File: src/rtl/pwm_motor_driver.sv
// pwm_motor_driver
//   Turns the shared free-running PWM timebase into gated H-bridge drive for
//   one DC motor. The duty slews by at most RAMP_STEP per period, and a
//   direction reversal ramps the duty down to zero, then holds both legs low
//   for DEAD_PERIODS full periods before driving the other leg. Every command
//   is taken on a period boundary, so a pulse is never cut short or stretched.
//
// Ports
//   i_clk       system clock
//   i_reset     asynchronous, active-high reset
//   i_counter   timebase count, 0..PERIOD-1 (period end at PERIOD-1)
//   i_enable    run request           (sampled at period end only)
//   i_dir       0 = A/forward, 1 = B/reverse (sampled at period end only)
//   i_duty      target duty in clocks (sampled at period end, clamps to PERIOD)
//   o_pwm_a     forward bridge drive (registered, 1 clock after the compare)
//   o_pwm_b     reverse bridge drive (registered, 1 clock after the compare)
//   o_duty_now  duty applied to the current period
//   o_state     IDLE=0, RUN=1, STOP=2, DEAD=3
//   o_busy      high while in STOP or DEAD
//
// Handshake: there is no valid/ready pair; the period-end cycle
// (i_counter == PERIOD-1) acts as the single sampling strobe for i_enable,
// i_dir and i_duty, and every state/duty update lands on that clock edge.

module pwm_motor_driver #(
  parameter int PERIOD       = 1000,
  parameter int CNT_W        = 10,
  parameter int RAMP_STEP    = 10,
  parameter int DEAD_PERIODS = 2
) (
  input  logic             i_clk,
  input  logic             i_reset,
  input  logic [CNT_W-1:0] i_counter,
  input  logic             i_enable,
  input  logic             i_dir,
  input  logic [CNT_W-1:0] i_duty,
  output logic             o_pwm_a,
  output logic             o_pwm_b,
  output logic [CNT_W-1:0] o_duty_now,
  output logic [1:0]       o_state,
  output logic             o_busy
);

  typedef enum logic [1:0] {
    IDLE = 2'd0,
    RUN  = 2'd1,
    STOP = 2'd2,
    DEAD = 2'd3
  } state_t;

  localparam logic [CNT_W-1:0] PERIOD_V = CNT_W'(PERIOD);
  localparam logic [CNT_W-1:0] LAST_V   = CNT_W'(PERIOD - 1);
  localparam logic [CNT_W-1:0] STEP_V   = CNT_W'(RAMP_STEP);
  localparam int               DEAD_W   = (DEAD_PERIODS > 1) ? $clog2(DEAD_PERIODS) : 1;
  localparam logic [DEAD_W-1:0] DEAD_LAST = DEAD_W'(DEAD_PERIODS - 1);

  state_t             state, state_n;
  logic [CNT_W-1:0]   duty, duty_n;
  logic               dir, dir_n;
  logic [DEAD_W-1:0]  dead, dead_n;

  logic               pe;
  logic [CNT_W-1:0]   target;
  logic [CNT_W-1:0]   ramp_next;
  logic [CNT_W-1:0]   down_next;
  logic [CNT_W-1:0]   first_duty;
  logic               driving;
  logic               raw;

  assign pe     = (i_counter == LAST_V);
  assign target = (i_duty > PERIOD_V) ? PERIOD_V : i_duty;

  // One ramp step toward target; the step shrinks to the remaining gap so
  // the duty lands exactly on target instead of overshooting it.
  always_comb begin
    if (target > duty) begin
      ramp_next = ((target - duty) > STEP_V) ? duty + STEP_V : target;
    end else begin
      ramp_next = ((duty - target) > STEP_V) ? duty - STEP_V : target;
    end
  end

  // One ramp step toward zero, saturating rather than wrapping.
  assign down_next  = (duty > STEP_V) ? duty - STEP_V : '0;
  assign first_duty = (target > STEP_V) ? STEP_V : target;

  // State register and datapath registers updated from the next-state logic.
  always_ff @(posedge i_clk or posedge i_reset) begin
    if (i_reset) begin
      state <= IDLE;
      duty  <= '0;
      dir   <= 1'b0;
      dead  <= '0;
    end else begin
      state <= state_n;
      duty  <= duty_n;
      dir   <= dir_n;
      dead  <= dead_n;
    end
  end

  always_comb begin
    state_n = state;
    duty_n  = duty;
    dir_n   = dir;
    dead_n  = dead;
    if (pe) begin
      case (state)
        IDLE: begin
          if (i_enable && (target != '0)) begin
            state_n = RUN;
            dir_n   = i_dir;
            duty_n  = first_duty;
          end
        end
        RUN: begin
          if (!i_enable || (i_dir != dir)) begin
            // Shutdown starts with the first down-step in this same edge; a
            // duty already at or below one step skips STOP entirely.
            duty_n  = down_next;
            dead_n  = '0;
            state_n = (down_next == '0) ? DEAD : STOP;
          end else begin
            duty_n = ramp_next;
          end
        end
        STOP: begin
          // Commands are ignored here: a stop always runs through DEAD.
          duty_n = down_next;
          if (down_next == '0) begin
            state_n = DEAD;
            dead_n  = '0;
          end
        end
        DEAD: begin
          duty_n = '0;
          if (dead == DEAD_LAST) begin
            dead_n = '0;
            dir_n  = i_dir;
            if (i_enable && (target != '0)) begin
              state_n = RUN;
              duty_n  = first_duty;
            end else begin
              state_n = IDLE;
            end
          end else begin
            dead_n = dead + DEAD_W'(1);
          end
        end
        default: begin
          state_n = IDLE;
          duty_n  = '0;
        end
      endcase
    end
  end

  // Full-scale duty drives high even on an out-of-range counter value, so
  // a duty of PERIOD really is a constant-high output.
  assign driving = (state == RUN) || (state == STOP);
  assign raw     = driving && ((duty == PERIOD_V) || (i_counter < duty));

  // Both legs come from one compare masked by a single direction bit, so
  // they can never be high together.
  always_ff @(posedge i_clk or posedge i_reset) begin
    if (i_reset) begin
      o_pwm_a <= 1'b0;
      o_pwm_b <= 1'b0;
    end else begin
      o_pwm_a <= raw & ~dir;
      o_pwm_b <= raw & dir;
    end
  end

  assign o_duty_now = duty;
  assign o_state    = state;
  assign o_busy     = (state == STOP) || (state == DEAD);

endmodule

File: config.mk
export PLATFORM = sky130hd
export DESIGN_NAME = pwm_motor_driver
export DESIGN_NICKNAME = d
export VERILOG_FILES = /design/src/rtl/pwm_motor_driver.sv
export SDC_FILE = /design/constraint.sdc
export NUM_CORES = 1
export LEC_CHECK = 0
export CORE_MARGIN = 3
export CORE_UTILIZATION = 40
export CTS_BUF_LIST = sky130_fd_sc_hd__clkbuf_8
export DETAILED_ROUTE_END_ITERATION = 10
export SYNTH_ARGS = -nofsm -noshare
export SYNTH_HDL_FRONTEND = slang
export SYNTH_SLANG_ARGS = --single-unit
File: constraint.sdc
create_clock -name i_clk -period 2.9 [get_ports i_clk]
set_clock_uncertainty 0.05 [all_clocks]
set_input_delay 0.29 -clock i_clk [delete_from_list [all_inputs] [get_ports i_clk]]
set_output_delay 0.29 -clock i_clk [all_outputs]
set_load 0.005 [all_outputs]
==> impl_metrics.toml, run 1 <==
[synth]
seq_area_frac_synth_pct = 13.5
netlist_area_um2 = 2960
synth_cell_types = 68
ys_async_sr_fraction_pct = 100
avgSynthCellArea_um2 = 7.48
synth_ff_type = "dfrtp_1"
yosysWarningCount = 0
synth-edff-count = 0
netlist_top_cells_area = "ha_1 15%, dfrtp_1 14%, xnor2_1 4.7%"
synth_nets = 457
synth_common_cells = "35 x ha_1, 35 x inv_1, 32 x nor2_1"
synth_seq_cells = 16
syn_inst = 396
yosys.area.top_type = "ha_1"
synth_top_area_share_pct = 14.8

[worst_setup_path]
critPathArrivalTime_ps = 3230
worstSetupEndpointType = "flop"
slowest_stage = "or3_4"
r2r-start = "o_duty_now[8]"
path_cells = "buf_8, nand2_8, or3_4, nand2_4, inv_2, ha_4, fa_2, xor2_1, o21ai_2, a221o_2, a222oi_1, buf_4, and3_4, a31oi_4, o221a_1, a21oi_2"
regToRegSetupSlack_ps = -110
cp.required_ps = 3040
path_class = "primary input to flop"
cp-startpoint = "i_duty[7]"
timing.rr.end = "o_duty_now[3]"
worstPathMaxFanout = 5
crit_path_start_kind = "primary input"
worst-path-buf-inv = 3
crit_family = "compound AO/OA/AOI/OAI gates"
ff2ff_path_depth = 11
critPathMaxStageDelay_ps = 440

[grt]
grt_pass1_wl_um = 18100
grt_usage_pct = 26.3
globalRoute.totalOverflow = 0
antenna_found_initial = 0
grt_start_max_net_pins = 17
grt_pass1_vias = 3570

[clock_network]
clockRootBuffer = "clkbuf_8"
cts_max_level = 1
clock_sinks = 16
hold_buffers = 0
cts.reportedPaths.clkPinSlew_ps = 70
clock_latency_ps = 260
cts_tree = "done"
cts_max_path_buffers = 2
cts-buffers-inserted = 3

[sta]
post-route-period-util_pct = 106
maxSlewHeadroom_pct = 52.4
whs_ps = 391
tns_ps = -1450
max_freq_mhz = 324
hold_violations = 0
setup_viol = 10
worst_slew_pin_slew_ps = 714
slew_violations = 0
rsz0062_at_grt = "yes"
post-route-worst-setup-slack_ps = -187
period_needed_ps = 3090

[detailed_routing]
via_count = 3609
antenna_left = 0
drcViolationCount = 0
wl_per_cell_um = 17.8
drt-vias-per-instance = 5.82
drt_iter0_drc = 312
drt-total-wl_um = 11000
firstDrtPassIters = 5

[power_and_ir_drop]
ir_worst_vdd_v = 0.000227
p_leak_nw = 1.95
powerDensity_nw_per_um2 = 186
p_int_uw = 546
clkPwrFrac_pct = 25.6
comb_power_share_pct = 46.9
seqPwrFrac_pct = 27.6
sw_frac_of_total_pct = 34.6
power_switching_uw = 288

[outcome]
outcome = "finished, violations left"
violations = "negative setup slack"

[layout]
post-route-cell-area_um2 = 4490
syn2layout_area_growth_pct = 51.5
seq_area_um2 = 400
nets = 586
multiInputGateArea_um2 = 2540
antenna_cells = 0
post_route_cells_drive_above_1_share_pct = 33.6
utilization_pct = 64.3
fillers = 634

[die]
rows = 30
coreArea_um2 = 6980
start_util_pct = 42.4
die_w_um = 92.0
die_area_um2 = 8470
die_h_um = 92.0
pin_count = 39

[placement]
hpwl_um = 8790
gp_congestion = 0.901
io_buffers = 38
placed_cell_area_um2 = 4200

[worst_hold_path]
min_path_type = "primary input to asynchronous set/reset pin"

[job]
cap_viol_max_count = 0
-- power by group through the flow --
stage               Clock, mW  Sequential, mW  Combinational [mW]
floorplan                   0           0.234               0.185
global placement            0           0.234               0.345
detailed placement          0           0.234               0.350
CTS                     0.210           0.230               0.374
global route            0.220           0.230               0.424
finish                  0.213           0.230               0.391
-- worst register-to-register path, cell delays in order, from the launching register on --
cell and delay [ps]:
dfrtp_1 350, inv_1 80, ha_1 400, a21oi_2 160, o21ai_0 180, or4_1 540, a222oi_1 330, buf_4 210
and3_4 210, a31oi_4 60, o221a_1 260, a21oi_2 120
-- stage by stage --
step	total power [mW]	worst slack, ps	instances
finish	0.834	-187	620
global route	0.874	-336	620
CTS	0.814	-194	619
detailed placement	0.584	-1020	606
global placement	0.579	-968	606
floorplan	0.419	-308	396
-- layout make-up --
type                       instances  share of cell area [%]
inverter                          35                    2.93
tap                               96                    2.68
clock buffer                       4                    1.23
multi-input combinational        323                    56.7
sequential                        16                    8.92
timing repair buffer             146                    27.5
-- how the worst max path moves through the flow --
stage          depth (start not counted)            end  slack [ps]
2_1_floorplan                         13  o_duty_now[8]        -310
3_3_place_gp                          16  o_duty_now[5]        -970
3_5_place_dp                          15  o_duty_now[8]       -1020
4_1_cts                               16  o_duty_now[8]        -190
5_1_grt                               16  o_duty_now[0]        -340
6_report                              16  o_duty_now[3]        -190
-- timing repair --
item                       in CTS  in global routing
gates cloned                    1                  0
gates resized for setup        48                 26
buffers inserted                8                  1
pin swaps                      11                 14
setup endpoints to repair      11                 12
-- layer usage --
layer | vias up | global-route usage [%] | routed length [um]
met5 | - | 0 | 0
met4 | 0 | 8.54 | 316
met3 | 31 | 1.80 | 704
met2 | 174 | 45.9 | 5320
met1 | 1689 | 34.3 | 4670
li1 | 1715 | - | -
-- state kept, by name, indices dropped and copies added (netlist names) --
signal / flops
o_duty_now: 10
o_state: 2
dead: 1
dir: 1
o_pwm_a: 1
o_pwm_b: 1
-- logic make-up after synthesis --
family / Yosys count / synth area share (%)
multiplexers: 9 / 3.17
AND/OR/NAND/NOR: 130 / 22.3
buffers and inverters: 58 / 8.28
flip-flops: 16 / 13.5
adder cells (fa/ha/maj): 37 / 16.1
XOR/XNOR: 19 / 5.62
AO/OA/AOI/OAI: 127 / 31.0
-- placed cells by master (no fill, tap or decap), types with 7 or more instances in the layout --
master	n
nand4_1	7
inv_1	31
nor2_1	29
a21oi_1	18
xnor2_1	16
o21ai_0	22
o21ai_1	7
dfrtp_1	16
ha_1	28
nand3_1	8
a21o_1	9
nand2_1	22
clkdlybuf4s50_1	29
buf_4	106
nor3_1	10
No activity file was read; power rests on OpenSTA's default activity.
==> inputs of run 2 (changes only) <==
- SLEW_MARGIN: default -> 20
==> results of run 2 <==
Final layout, timing and power as in run 1 (identical DEF).
